$ cat config.mk
export PLATFORM = sky130hd
export DESIGN_NAME = fifo_word_packer_flat
export DESIGN_NICKNAME = d
export VERILOG_FILES = /design/src/rtl/fifo_pkg.sv /design/src/rtl/fifo_word_packer_if.sv /design/src/rtl/packer_idle_timer.sv /design/src/rtl/fifo_word_packer.sv /design/src/flat_wrapper.sv
export SDC_FILE = /design/constraint.sdc
export NUM_CORES = 1
export LEC_CHECK = 0
export CAP_MARGIN = 20
export CELL_PAD_IN_SITES_DETAIL_PLACEMENT = 1
export CELL_PAD_IN_SITES_GLOBAL_PLACEMENT = 2
export CORE_MARGIN = 2
export CORE_UTILIZATION = 29
export CTS_BUF_LIST = sky130_fd_sc_hd__clkbuf_2 sky130_fd_sc_hd__clkbuf_4 sky130_fd_sc_hd__clkbuf_8
export CTS_CLUSTER_DIAMETER = 80
export DETAILED_ROUTE_END_ITERATION = 10
export PLACE_DENSITY_LB_ADDON = 0.3
export SETUP_SLACK_MARGIN = 0.02
export SLEW_MARGIN = 20
export SYNTH_ARGS = -nofsm -noshare
export SYNTH_HDL_FRONTEND = slang
export SYNTH_SLANG_ARGS = --single-unit
$ cat constraint.sdc
create_clock -name clk -period 3.7 [get_ports clk]
set_input_delay 0.74 -clock clk [delete_from_list [all_inputs] [get_ports clk]]
set_output_delay 0.74 -clock clk [all_outputs]
set_load 0.02 [all_outputs]
$ cat src/rtl/fifo_pkg.sv
// Shared definitions for the FIFO word packer: FSM state encodings,
// default word width and a constant-friendly ceil(log2) helper.
// Optional feature macro used by the packer: PACKER_TIMEOUT_EN.
package fifo_pkg;

    typedef enum logic [1:0] {
        ST_IDLE = 2'd0,
        ST_FILL = 2'd1,
        ST_HOLD = 2'd2
    } state_t;

    localparam int DEFAULT_BITS = 12;

    // ceil(log2(value)); returns 0 for value <= 1
    function automatic int clog2(input int value);
        int result;
        int remain;
        result = 0;
        remain = value - 1;
        while (remain > 0) begin
            result = result + 1;
            remain = remain >> 1;
        end
        return result;
    endfunction

endpackage

$ cat src/rtl/fifo_word_packer_if.sv
// Bus bundle for the FIFO word packer: FIFO-side pop interface, flush
// request, the packed valid/ready output stream and the busy flag.
// master = packer side, slave = environment (FIFO + consumer) side.
interface fifo_word_packer_if
    import fifo_pkg::*;
#(
    parameter int BITS = DEFAULT_BITS,
    parameter int PACK = 2
);
    logic                 fifo_ready;
    logic [BITS-1:0]      fifo_data;
    logic                 fifo_read;
    logic                 flush;
    logic [BITS*PACK-1:0] m_data;
    logic [PACK-1:0]      m_keep;
    logic                 m_valid;
    logic                 m_ready;
    logic                 busy;

    modport master (
        input  fifo_ready, fifo_data, flush, m_ready,
        output fifo_read, m_data, m_keep, m_valid, busy
    );

    modport slave (
        output fifo_ready, fifo_data, flush, m_ready,
        input  fifo_read, m_data, m_keep, m_valid, busy
    );
endinterface

$ cat src/rtl/packer_idle_timer.sv
// Saturating idle counter for the packer's auto-flush. expire pulses on the
// enabled cycle whose increment would bring the count to TIMEOUT, so the
// partial beat is closed at that same edge.
module packer_idle_timer #(
    parameter int TIMEOUT   = 8,
    parameter int TIMEOUT_W = 4
) (
    input  logic clk,
    input  logic rst,
    input  logic clr,
    input  logic en,
    output logic expire
);
    localparam logic [TIMEOUT_W-1:0] LAST_IDLE = TIMEOUT_W'(TIMEOUT - 1);
    localparam logic [TIMEOUT_W-1:0] CNT_MAX   = '1;

    logic [TIMEOUT_W-1:0] count_reg;

    // Count idle cycles, clearing with priority and holding at full scale
    always_ff @(posedge clk) begin
        if (rst || clr) begin
            count_reg <= '0;
        end else if (en && (count_reg != CNT_MAX)) begin
            count_reg <= count_reg + TIMEOUT_W'(1);
        end
    end

    assign expire = en & ~clr & (count_reg == LAST_IDLE);
endmodule

$ cat src/rtl/fifo_word_packer.sv
// Drains a show-ahead FIFO and packs PACK consecutive BITS-wide words into
// one valid/ready beat, lane 0 holding the first-popped word. Partial beats
// leave on flush; with PACKER_TIMEOUT_EN defined they also leave after
// TIMEOUT idle cycles in FILL.
module fifo_word_packer
    import fifo_pkg::*;
#(
    parameter int BITS      = DEFAULT_BITS,
    parameter int PACK      = 2,
    parameter int TIMEOUT   = 8,
    parameter int TIMEOUT_W = 4
) (
    input  logic clk,
    input  logic rst,
    fifo_word_packer_if.master bus
);
    localparam int CNT_W = clog2(PACK + 1);

    state_t               state_reg, state_next;
    logic [CNT_W-1:0]     cnt_reg, cnt_next;
    logic [PACK-1:0]      keep_reg, keep_next;
    logic [BITS-1:0]      lane_reg [PACK];
    logic [BITS*PACK-1:0] m_data_comb;

    logic             pop;
    logic             handshake;
    logic             close_req;
    logic             timeout_hit;
    logic [CNT_W-1:0] wr_idx;

    // A held beat only blocks the FIFO until the consumer takes it
    assign pop       = bus.fifo_ready & ~rst & ((state_reg != ST_HOLD) | bus.m_ready);
    assign handshake = (state_reg == ST_HOLD) & bus.m_ready;
    // After a handshake the next word always starts again at lane 0
    assign wr_idx    = handshake ? '0 : cnt_reg;

`ifdef PACKER_TIMEOUT_EN
    logic timer_clr;
    logic timer_en;

    assign timer_clr = (state_reg != ST_FILL) | pop;
    assign timer_en  = (state_reg == ST_FILL) & ~pop;

    packer_idle_timer #(
        .TIMEOUT   (TIMEOUT),
        .TIMEOUT_W (TIMEOUT_W)
    ) u_idle_timer (
        .clk    (clk),
        .rst    (rst),
        .clr    (timer_clr),
        .en     (timer_en),
        .expire (timeout_hit)
    );
`else
    logic unused_timeout_cfg;
    assign unused_timeout_cfg = ^{TIMEOUT, TIMEOUT_W};
    assign timeout_hit        = 1'b0;
`endif

    // Flush and timeout only matter while a partial beat is being filled
    assign close_req = (state_reg == ST_FILL) & (bus.flush | timeout_hit);

    // FSM state, lane count and keep mask registers
    always_ff @(posedge clk) begin
        if (rst) begin
            state_reg <= ST_IDLE;
            cnt_reg   <= '0;
            keep_reg  <= '0;
        end else begin
            state_reg <= state_next;
            cnt_reg   <= cnt_next;
            keep_reg  <= keep_next;
        end
    end

    // Next state, lane count and keep mask from pop, handshake and close
    always_comb begin
        state_next = state_reg;
        cnt_next   = cnt_reg;
        keep_next  = keep_reg;
        case (state_reg)
            ST_IDLE, ST_FILL: begin
                if (pop) begin
                    cnt_next  = cnt_reg + CNT_W'(1);
                    keep_next = keep_reg | (PACK'(1) << cnt_reg);
                    if (((cnt_reg + CNT_W'(1)) == CNT_W'(PACK)) || close_req) begin
                        state_next = ST_HOLD;
                    end else begin
                        state_next = ST_FILL;
                    end
                end else if (close_req) begin
                    state_next = ST_HOLD;
                end
            end
            ST_HOLD: begin
                if (handshake) begin
                    if (pop) begin
                        cnt_next   = CNT_W'(1);
                        keep_next  = PACK'(1);
                        state_next = ST_FILL;
                    end else begin
                        cnt_next   = '0;
                        keep_next  = '0;
                        state_next = ST_IDLE;
                    end
                end
            end
            default: begin
                state_next = ST_IDLE;
                cnt_next   = '0;
                keep_next  = '0;
            end
        endcase
    end

    // One register per lane; lanes are zeroed when their beat is accepted
    for (genvar gi = 0; gi < PACK; gi++) begin : g_lane
        // Load on a pop aimed at this lane, otherwise clear on handshake
        always_ff @(posedge clk) begin
            if (rst) begin
                lane_reg[gi] <= '0;
            end else if (pop && (wr_idx == CNT_W'(gi))) begin
                lane_reg[gi] <= bus.fifo_data;
            end else if (handshake) begin
                lane_reg[gi] <= '0;
            end
        end
    end

    // Flatten the lane array into the output beat, lane 0 at the bottom
    always_comb begin
        m_data_comb = '0;
        for (int k = 0; k < PACK; k++) begin
            m_data_comb[k*BITS +: BITS] = lane_reg[k];
        end
    end

    assign bus.fifo_read = pop;
    assign bus.m_data    = m_data_comb;
    assign bus.m_keep    = keep_reg;
    assign bus.m_valid   = (state_reg == ST_HOLD);
    assign bus.busy      = (state_reg != ST_IDLE);
endmodule

$ cat src/flat_wrapper.sv
// flat-port wrapper written by rule: the top's interface ports become plain ports
module fifo_word_packer_flat import fifo_pkg::*;
#(
    parameter int BITS      = DEFAULT_BITS,
    parameter int PACK      = 2,
    parameter int TIMEOUT   = 8,
    parameter int TIMEOUT_W = 4
)
  (clk, rst, bus_fifo_ready, bus_fifo_data, bus_flush, bus_m_ready, bus_fifo_read, bus_m_data, bus_m_keep, bus_m_valid, bus_busy);
  fifo_word_packer_if #(.BITS(BITS), .PACK(PACK)) bus_i ();
  input  logic clk;
  input  logic rst;
  input wire logic [$bits(bus_i.fifo_ready)-1:0] bus_fifo_ready;
  input wire logic [$bits(bus_i.fifo_data)-1:0] bus_fifo_data;
  input wire logic [$bits(bus_i.flush)-1:0] bus_flush;
  input wire logic [$bits(bus_i.m_ready)-1:0] bus_m_ready;
  output wire logic [$bits(bus_i.fifo_read)-1:0] bus_fifo_read;
  output wire logic [$bits(bus_i.m_data)-1:0] bus_m_data;
  output wire logic [$bits(bus_i.m_keep)-1:0] bus_m_keep;
  output wire logic [$bits(bus_i.m_valid)-1:0] bus_m_valid;
  output wire logic [$bits(bus_i.busy)-1:0] bus_busy;
  assign bus_i.fifo_ready = bus_fifo_ready;
  assign bus_i.fifo_data = bus_fifo_data;
  assign bus_i.flush = bus_flush;
  assign bus_i.m_ready = bus_m_ready;
  assign bus_fifo_read = bus_i.fifo_read;
  assign bus_m_data = bus_i.m_data;
  assign bus_m_keep = bus_i.m_keep;
  assign bus_m_valid = bus_i.m_valid;
  assign bus_busy = bus_i.busy;
  fifo_word_packer #(.BITS(BITS), .PACK(PACK), .TIMEOUT(TIMEOUT), .TIMEOUT_W(TIMEOUT_W)) u_core (.clk(clk), .rst(rst), .bus(bus_i));
endmodule
==> results.yml, run 1 <==
synth:
  syn_inst: 114
  ys_ff_latch: 30
  async_reset_ff_share_pct: 0
  ys_types: 36
  ys_warn_count: 0
  yosysSeqAreaShare_pct: 61.9
  synth-edff-count: 24
  synth_area_per_cell_um2: 11.9
  synth_area_um2: 1360
  yosysTopAreaCell: "edfxtp_1"
  netlist_top_cells_area: "edfxtp_1, dfxtp_1, and2_1"
  synth.net_count: 134
  yosysTopAreaCellShare_pct: 53.1
  synth-main-ff-cell: "edfxtp_1"
place:
  placed_cell_area_um2: 1850
  place_hpwl_mm: 2.45
  routabilityCongestion: 0.765
  dp_cells: 207
  portBuffers: 45
clock_network:
  clockBufferDepth: 2
  cts_tree: "done"
  cts_buffers: 5
  post_cts_resize_count: 0
  hold_buffers: 0
  path_clk_slew_ns: 0.05
  cts_root_buffer: "clkbuf_8"
  clkLatencyLatePin_ns: 0.27
  postCtsSetupBuffers: 0
  cts.sinks: 30
  ctsHtreeMaxLevel: 2
sta:
  slew_headroom_pct: 56.0
  worst_pin_slew_ns: 0.659
  hold_viol_final: 0
  tns_ns: 0
  fin_crit_ns: 3.11
  holdWs_ns: 0.493
  fin_crit_sh_pct: 84.1
  setup_viol: 0
  drv_slew: 0
  finClkSkew_ns: 0.00774
  rsz0062_at_grt: "false"
  max_freq_mhz: 322
final_layout:
  synthToLayoutAreaGrowth_pct: 42.4
  insertedDiodeCount: 0
  finalNonFillerCells: 215
  design_area_um2: 1930
  postLayoutCoreUtil_pct: 43.5
  fin_nets: 182
  largest_reg_flops: 24
  drive_above_1_share_pct: 9.82
floorplanning:
  floorplan.io_pins: 46
  die_h_um: 72.4
  core_um2: 4440
  die-area_um2: 5240
  start_util_pct: 30.5
  num_rows: 24
  die_w_um: 72.4
worst_setup_path:
  cp.arrival_ns: 2.37
  worstPathRequired_ns: 2.96
  worstPathMaxFanout: 9
  start_kind: "primary input"
  endpoint_kind: "output pin"
  crit_type: "in2out"
power:
  power_leakage_nw: 0.741
  ir_worst_vdd_mv: 0.206
  power_density_nw_per_um2: 459
run_status:
  outcome: "complete, no violations"
routing:
  drt_iter0_drc: 63
  finalWirelength_mm: 3.30
  via_per_inst: 4.70
  dr.pass1.iters: 4
  ant_nets: 0
  wl_per_cell_um: 15.3
  drc: 0
  vias: 1010
global_route:
  grtUsageTotal_pct: 13.8
  grt_overflow: 0
  antenna_found_initial: 0
  grt_pass1_vias: 1145
  grt_pass1_wl_mm: 5.47
  grt_max_degree: 16
hold_path:
  hp-class: "reg2reg"
flow_run:
  maxCapViolations: 0
critical path: stages:
cell and delay [ns]:
clkdlybuf4s50_1 0.64, nor2b_1 0.22, o21a_1 0.17, clkdlybuf4s50_1 0.61
synthesized netlist by cell type, types with 2 or more instances:
cell      instances
and2_1           12
buf_6             3
dfxtp_1           6
edfxtp_1         24
ha_1              3
inv_1             4
nand2_1          14
nor2_1           16
nor2b_1           2
o21a_1            3
o21ai_0           2
cell usage in the layout (no fill, tap or decap):
cell / n
nand4b_1: 1
o22a_1: 1
and2_1: 12
o211a_1: 1
nor4b_1: 1
clkbuf_4: 2
edfxtp_1: 24
nor2_1: 16
and4_4: 1
clkinv_1: 1
inv_1: 4
a22o_1: 1
nand2_1: 14
nand2b_4: 1
nor2_2: 1
nand3b_1: 1
o311ai_2: 1
nand2b_1: 1
mux2i_1: 1
o21a_1: 3
mux2_2: 1
nand3_1: 1
ha_1: 3
o21ai_0: 2
clkdlybuf4s50_1: 45
a22oi_1: 1
clkbuf_8: 5
dfxtp_1: 6
o41ai_1: 1
nand4_1: 1
nor2b_1: 2
buf_4: 2
o31a_1: 1
or2_2: 1
a21oi_1: 1
inv_2: 1
a2111oi_1: 1
per-stage QoR:
| step | total power, mW | setup WS, ns |
|---|---|---|
| finish | 0.886 | 0.590 |
| global route | 0.934 | 0.514 |
| CTS | 0.905 | 0.587 |
| detailed placement | 0.645 | 0.586 |
| global placement | 0.638 | 0.642 |
| floorplan | 0.540 | 0.821 |
path summary, 6_finish.rpt:
kind	startpoint	end	slack, ns	cells after the start
max	bus_fifo_ready	bus_fifo_read	0.59	4
min	u_core.bus.m_keep[0]	u_core.bus.m_keep[0]	0.49	1
max reg2reg	u_core.state_reg[1]	u_core.lane_reg[0][7]	1.89	2
min reg2reg	u_core.bus.m_keep[0]	u_core.bus.m_keep[0]	0.49	1
area by class of cell:
class	count	area [um^2]
Fill cell	500	2510
Sequential cell	30	841
Timing Repair Buffer	47	465
Multi-Input combinational cell	73	455
Clock buffer	7	83.8
Tap cell	52	65.1
Inverter	5	18.8
Clock inverter	1	3.75
power breakdown:
part           internal (mW)  switching [mW]
clock                  0.145           0.109
sequential             0.405          0.0191
combinational         0.0977           0.111
layer usage:
layer  up-vias  GRT usage (%)  wire length [um]
met1       483           15.4              1370
met5         -              0                 0
met4         0           5.56                48
met2        29           25.3              1730
li1        491              -                 -
met3         7           3.19               142
cells by family after synthesis:
family	synth area share [%]
and+or+nand+nor	20.6
DFF	61.9
AOI/OAI and AO/OA	8.02
buffers and inverters	5.07
adders and majority gates	2.77
muxes	1.57
Note: power is estimated with default switching activity, not from simulation.
==> run 2, diff against run 1 <==
==> constraint.sdc (replaced) <==
create_clock -name clk -period 3.1 [get_ports clk]
set_input_delay 0.62 -clock clk [delete_from_list [all_inputs] [get_ports clk]]
set_output_delay 0.62 -clock clk [all_outputs]
set_load 0.02 [all_outputs]
==> run 2 against run 1 <==
Design area is 1.6% higher. Worst hold slack better by 0.0070 ns. Clock-buffer cell count down 1. Combinational power up 19%. Routed wire length increased by 1.9%. Sequential power increased by 20%. Sequential share of layout area fell by 0.67 points. Core utilization increased by 0.68 points. Total power increased by 29%. Critical endpoint unchanged. Largest cell class unchanged.
==> results.yml, run 2 (same netlist as run 1, synthesis figures left out) <==
sta:
  holdWs_ns: 0.500
  tns_ns: 0
  slew_headroom_pct: 58.8
  worst_pin_slew_ns: 0.616
  finClkSkew_ns: 0.00374
  fin_crit_sh_pct: 88.4
  setup_viol: 0
  max_freq_mhz: 365
  drv_slew: 0
  hold_viol_final: 0
  fin_crit_ns: 2.74
  rsz0062_at_grt: "false"
global_route:
  use_met1_pct: 16.3
  use_met2_pct: 24.9
  grt_util_met3_pct: 4.17
  grt_max_degree: 16
  grtUsageTotal_pct: 13.9
  antenna_found_initial: 0
  grt_overflow: 0
  grt_pass1_vias: 1097
  busiest_layer: "met2"
  grt_pass1_wl_mm: 5.49
routing:
  via_per_inst: 4.73
  dr.pass1.iters: 2
  vias: 1021
  wl_per_cell_um: 15.5
  finalWirelength_mm: 3.36
  ant_nets: 0
  drt_iter0_drc: 48
  drc: 0
power:
  netSwitchingPower_mw: 0.296
  power_density_nw_per_um2: 581
  power_frac_comb_pct: 21.8
  swShare_pct: 25.9
  sequentialPowerShare_pct: 44.4
  power_leakage_nw: 0.756
  intPower_mw: 0.846
  pwr-share-clk_pct: 33.8
  p_total_mw: 1.14
  ir_worst_vdd_mv: 0.231
hold_path:
  min_from: "u_core.bus.m_keep[1]"
  hp-class: "reg2reg"
worst_setup_path:
  endpoint_kind: "output pin"
  crit_type: "in2out"
  cp.arrival_ns: 2.12
  r2r_start: "u_core.state_reg[1]"
  worstPathMaxFanout: 7
  critPathLaunch: "rst"
  worstPathRequired_ns: 2.48
  start_kind: "primary input"
floorplanning:
  start_util_pct: 30.5
  die_w_um: 72.4
  num_rows: 24
  die-area_um2: 5240
  die_h_um: 72.4
  floorplan.io_pins: 46
  core_um2: 4440
clock_network:
  clkLatencyLatePin_ns: 0.27
  cts.sinks: 30
  hold_buffers: 0
  cts_tree: "done"
  path_clk_slew_ns: 0.06
  ctsHtreeMaxLevel: 2
  postCtsSetupBuffers: 0
  post_cts_resize_count: 0
  cts_root_buffer: "clkbuf_8"
  cts_buffers: 5
  clockBufferDepth: 2
place:
  dp_cells: 208
  portBuffers: 45
  place_hpwl_mm: 2.49
  routabilityCongestion: 0.814
final_layout:
  largest_reg_flops: 24
  final_cell_mix: "clkdlybuf4s50_1, edfxtp_1, nor2_1"
  drive_above_1_share_pct: 10.4
  finalNonFillerCells: 216
  fillers: 484
  insertedDiodeCount: 0
  fin_nets: 183
  synthToLayoutAreaGrowth_pct: 44.6
  final_common_cell: "clkdlybuf4s50_1"
run_status:
  outcome: "complete, no violations"
flow_run:
  maxCapViolations: 0
==> run 2: cell count changes in the layout (fill, tap and decap cells not counted) <==
| cell | change |
|---|---|
| buf_4 | +1 |
| bufinv_16 | +1 |
| clkbuf_4 | -1 |
==> run 2: path summary, 6_finish.rpt <==
| path | end | slack, ns | depth (start not counted) |
|---|---|---|---|
| min reg2reg | u_core.bus.m_keep[1] | 0.50 | 1 |
| min | u_core.bus.m_keep[1] | 0.50 | 1 |
| max | bus_fifo_read | 0.36 | 4 |
| max reg2reg | u_core.lane_reg[0][1] | 1.31 | 2 |
==> run 2: area by class of cell <==
class	count	area, um^2	area share (%)
Tap cell	52	65.1	3.31
Clock inverter	2	33.8	1.72
Inverter	5	18.8	0.956
Sequential cell	30	841	42.8
Clock buffer	6	76.3	3.89
Multi-Input combinational cell	73	455	23.2
Timing Repair Buffer	48	473	24.1
==> run 2: power by group through the flow <==
stage               Sequential, mW  Combinational (mW)  Clock [mW]
floorplan                    0.556              0.0887           0
global placement             0.513               0.249           0
detailed placement           0.516               0.253           0
CTS                          0.508               0.254       0.399
global route                 0.513               0.268       0.415
finish                       0.507               0.249       0.386
==> run 2: worst max-delay path, cell delays in order <==
cell and delay [ns]:
clkdlybuf4s50_1 0.53, nor2b_1 0.20, o21a_1 0.17, clkdlybuf4s50_1 0.60
==> run 2: layer usage <==
metal,part of all wire [%],up-vias,wire [um]
met4,1.1,0,36
li1,-,491,-
met2,53,27,1780
met5,0,-,0
met3,4.9,5,165
met1,41,498,1370
==> run 2: through the flow <==
step	instance area [um^2]	setup slack [ns]	utilization [%]
CTS	1960	0.344	44.2
global route	1960	0.257	44.2
global placement	1850	0.413	41.7
detailed placement	1850	0.344	41.7
finish	1960	0.361	44.2
floorplan	1360	0.341	-
==> run 3, diff against run 2 <==
--- a/config.mk
+++ b/config.mk
@@ -9,7 +9,7 @@
 export CELL_PAD_IN_SITES_DETAIL_PLACEMENT = 1
 export CELL_PAD_IN_SITES_GLOBAL_PLACEMENT = 2
 export CORE_MARGIN = 2
-export CORE_UTILIZATION = 29
+export CORE_UTILIZATION = 31
 export CTS_BUF_LIST = sky130_fd_sc_hd__clkbuf_2 sky130_fd_sc_hd__clkbuf_4 sky130_fd_sc_hd__clkbuf_8
 export CTS_CLUSTER_DIAMETER = 80
 export DETAILED_ROUTE_END_ITERATION = 10
==> constraint.sdc (replaced) <==
create_clock -name clk -period 3.23 [get_ports clk]
set_input_delay 0.646 -clock clk [delete_from_list [all_inputs] [get_ports clk]]
set_output_delay 0.646 -clock clk [all_outputs]
set_load 0.02 [all_outputs]
==> run 3 against run 2 <==
Critical path depth stayed put. Clock skew is 0.0013 ns higher. Worst setup slack better by 0.045 ns. Core utilization is 0.96 points higher. Critical path type unchanged. Combinational power is 4% lower. Clock power is 23% lower. Highest routed layer unchanged.
==> results.yml, run 3 (same netlist as run 1, synthesis figures left out) <==
run_status:
  outcome: "complete, no violations"
hold_path:
  min_from: "u_core.bus.m_keep[1]"
  hp-class: "reg2reg"
sta:
  fin_crit_ns: 2.82
  max_freq_mhz: 354
  finClkSkew_ns: 0.00500
  fin_crit_sh_pct: 87.4
  holdWs_ns: 0.487
  slew_headroom_pct: 60.1
  rsz0062_at_grt: "false"
  drv_slew: 0
  setup_viol: 0
  tns_ns: 0
  hold_viol_final: 0
  setup_ws_ns: 0.406
  worst_pin_slew_ns: 0.597
worst_setup_path:
  cpMaxStageDelayCell: "clkdlybuf4s50_1"
  cp.arrival_ns: 2.18
  start_kind: "primary input"
  cpPeakStageDelay_ns: 0.62
  r2r_start: "u_core.state_reg[1]"
  endpoint_kind: "output pin"
  ff2ff_setup_slack_ns: 1.46
  critPathLaunch: "rst"
  r2r_end: "u_core.lane_reg[0][0]"
  path_buf_inv: 2
  crit_type: "in2out"
  reg2regPathDepth: 2
  worstPathMaxFanout: 7
  worstPathRequired_ns: 2.58
  timing.critical_path.to: "bus_fifo_read"
  crit_top_cell: "clkdlybuf4s50_1"
  path_depth: 4
  worstPathCellList: "clkdlybuf4s50_1, nor2b_1, o21a_1, clkdlybuf4s50_1"
  cp_top_family: "buffers and inverters"
final_layout:
  largest_reg_flops: 24
  fillers: 467
  final_cell_mix: "clkdlybuf4s50_1, edfxtp_1, nor2_1"
  fin_nets: 183
  multi_input_area_um2: 455
  synthToLayoutAreaGrowth_pct: 42.8
  insertedDiodeCount: 0
  final_common_cell: "clkdlybuf4s50_1"
  drive_above_1_share_pct: 10.4
  regArea_um2: 841
place:
  portBuffers: 45
  dpl_worst_slack_ns: 0.401
  routabilityCongestion: 0.727
  place_hpwl_mm: 2.41
floorplanning:
  die-area_um2: 4920
  die_h_um: 70.2
  num_rows: 24
  core_um2: 4290
  start_util_pct: 31.6
  die_w_um: 70.2
  floorplan.io_pins: 46
power:
  netSwitchingPower_mw: 0.298
  power_frac_comb_pct: 23.4
  power_leakage_nw: 0.741
  intPower_mw: 0.723
  power_density_nw_per_um2: 526
  ir_worst_vdd_mv: 0.136
  sequentialPowerShare_pct: 47.6
  pwr-share-clk_pct: 29.1
  swShare_pct: 29.2
  p_total_mw: 1.02
global_route:
  grt_max_degree: 16
  grt_overflow: 0
  grt_pass1_vias: 1132
  antenna_found_initial: 0
  grt_pass1_wl_mm: 5.54
  grtUsageTotal_pct: 14.8
clock_network:
  cts.sinks: 30
  clockBufferDepth: 2
  hold_buffers: 0
  cts_root_buffer: "clkbuf_8"
  cts_buffers: 5
  path_clk_slew_ns: 0.06
  clkLatencyLatePin_ns: 0.29
  postCtsSetupBuffers: 0
  ctsHtreeMaxLevel: 2
  cts_tree: "done"
  post_cts_resize_count: 0
routing:
  ant_nets: 0
  drt_iter0_drc: 35
  wl_per_cell_um: 15.2
  drc: 0
  finalWirelength_mm: 3.29
  via_per_inst: 4.69
  dr.pass1.iters: 3
  vias: 1014
flow_run:
  maxCapViolations: 0
-- run 3: changes by cell type in the layout (fill, tap and decap cells not counted), sizes merged --
cell and delta:
clkinv +1, bufinv -1, clkbuf -1, clkinvlp +1
-- run 3: final cells by class --
class                      instances  share of cell area [%]
clock buffer                       5                    3.55
clock inverter                     3                   0.839
inverter                           5                   0.968
multi-input combinational         73                    23.5
sequential                        30                    43.4
tap                               52                    3.36
timing repair buffer              48                    24.4
-- run 3: how the worst min path moves through the flow --
stage                           endpoint  cells after the start
floorplan              u_core.cnt_reg[1]                      2
global route        u_core.bus.m_keep[1]                      1
finish              u_core.bus.m_keep[1]                      1
CTS                 u_core.bus.m_keep[1]                      1
global placement    u_core.bus.m_keep[1]                      1
detailed placement  u_core.bus.m_keep[1]                      1
-- run 3: layer usage --
metal	global-route usage, %	vias up	part of all wire [%]
met5	0	-	0
met4	7.05	0	2.4
met3	4.47	7	4.1
met2	24.8	27	51
met1	17.2	488	43
li1	-	492	-
-- run 3: worst register-to-register path, delay by kind of cell (launching register included) --
| family | cells | cell delay, ns |
|---|---|---|
| AND/OR/NAND/NOR | 2 | 0.78 |
| flip-flops | 1 | 0.63 |
-- run 3: power groups by stage --
stage               clock network [mW]  logic, mW  registers (mW)
global route                     0.325      0.258           0.490
detailed placement                   0      0.242           0.494
floorplan                            0     0.0851           0.534
finish                           0.297      0.238           0.485
CTS                              0.305      0.243           0.486
global placement                     0      0.237           0.493
-- run 3: metrics by stage --
step,instances,util (%),area (um^2)
floorplan,114,-,1360
global placement,208,43.2,1850
detailed placement,208,43.2,1850
CTS,216,45.1,1940
global route,216,45.1,1940
finish,216,45.1,1940
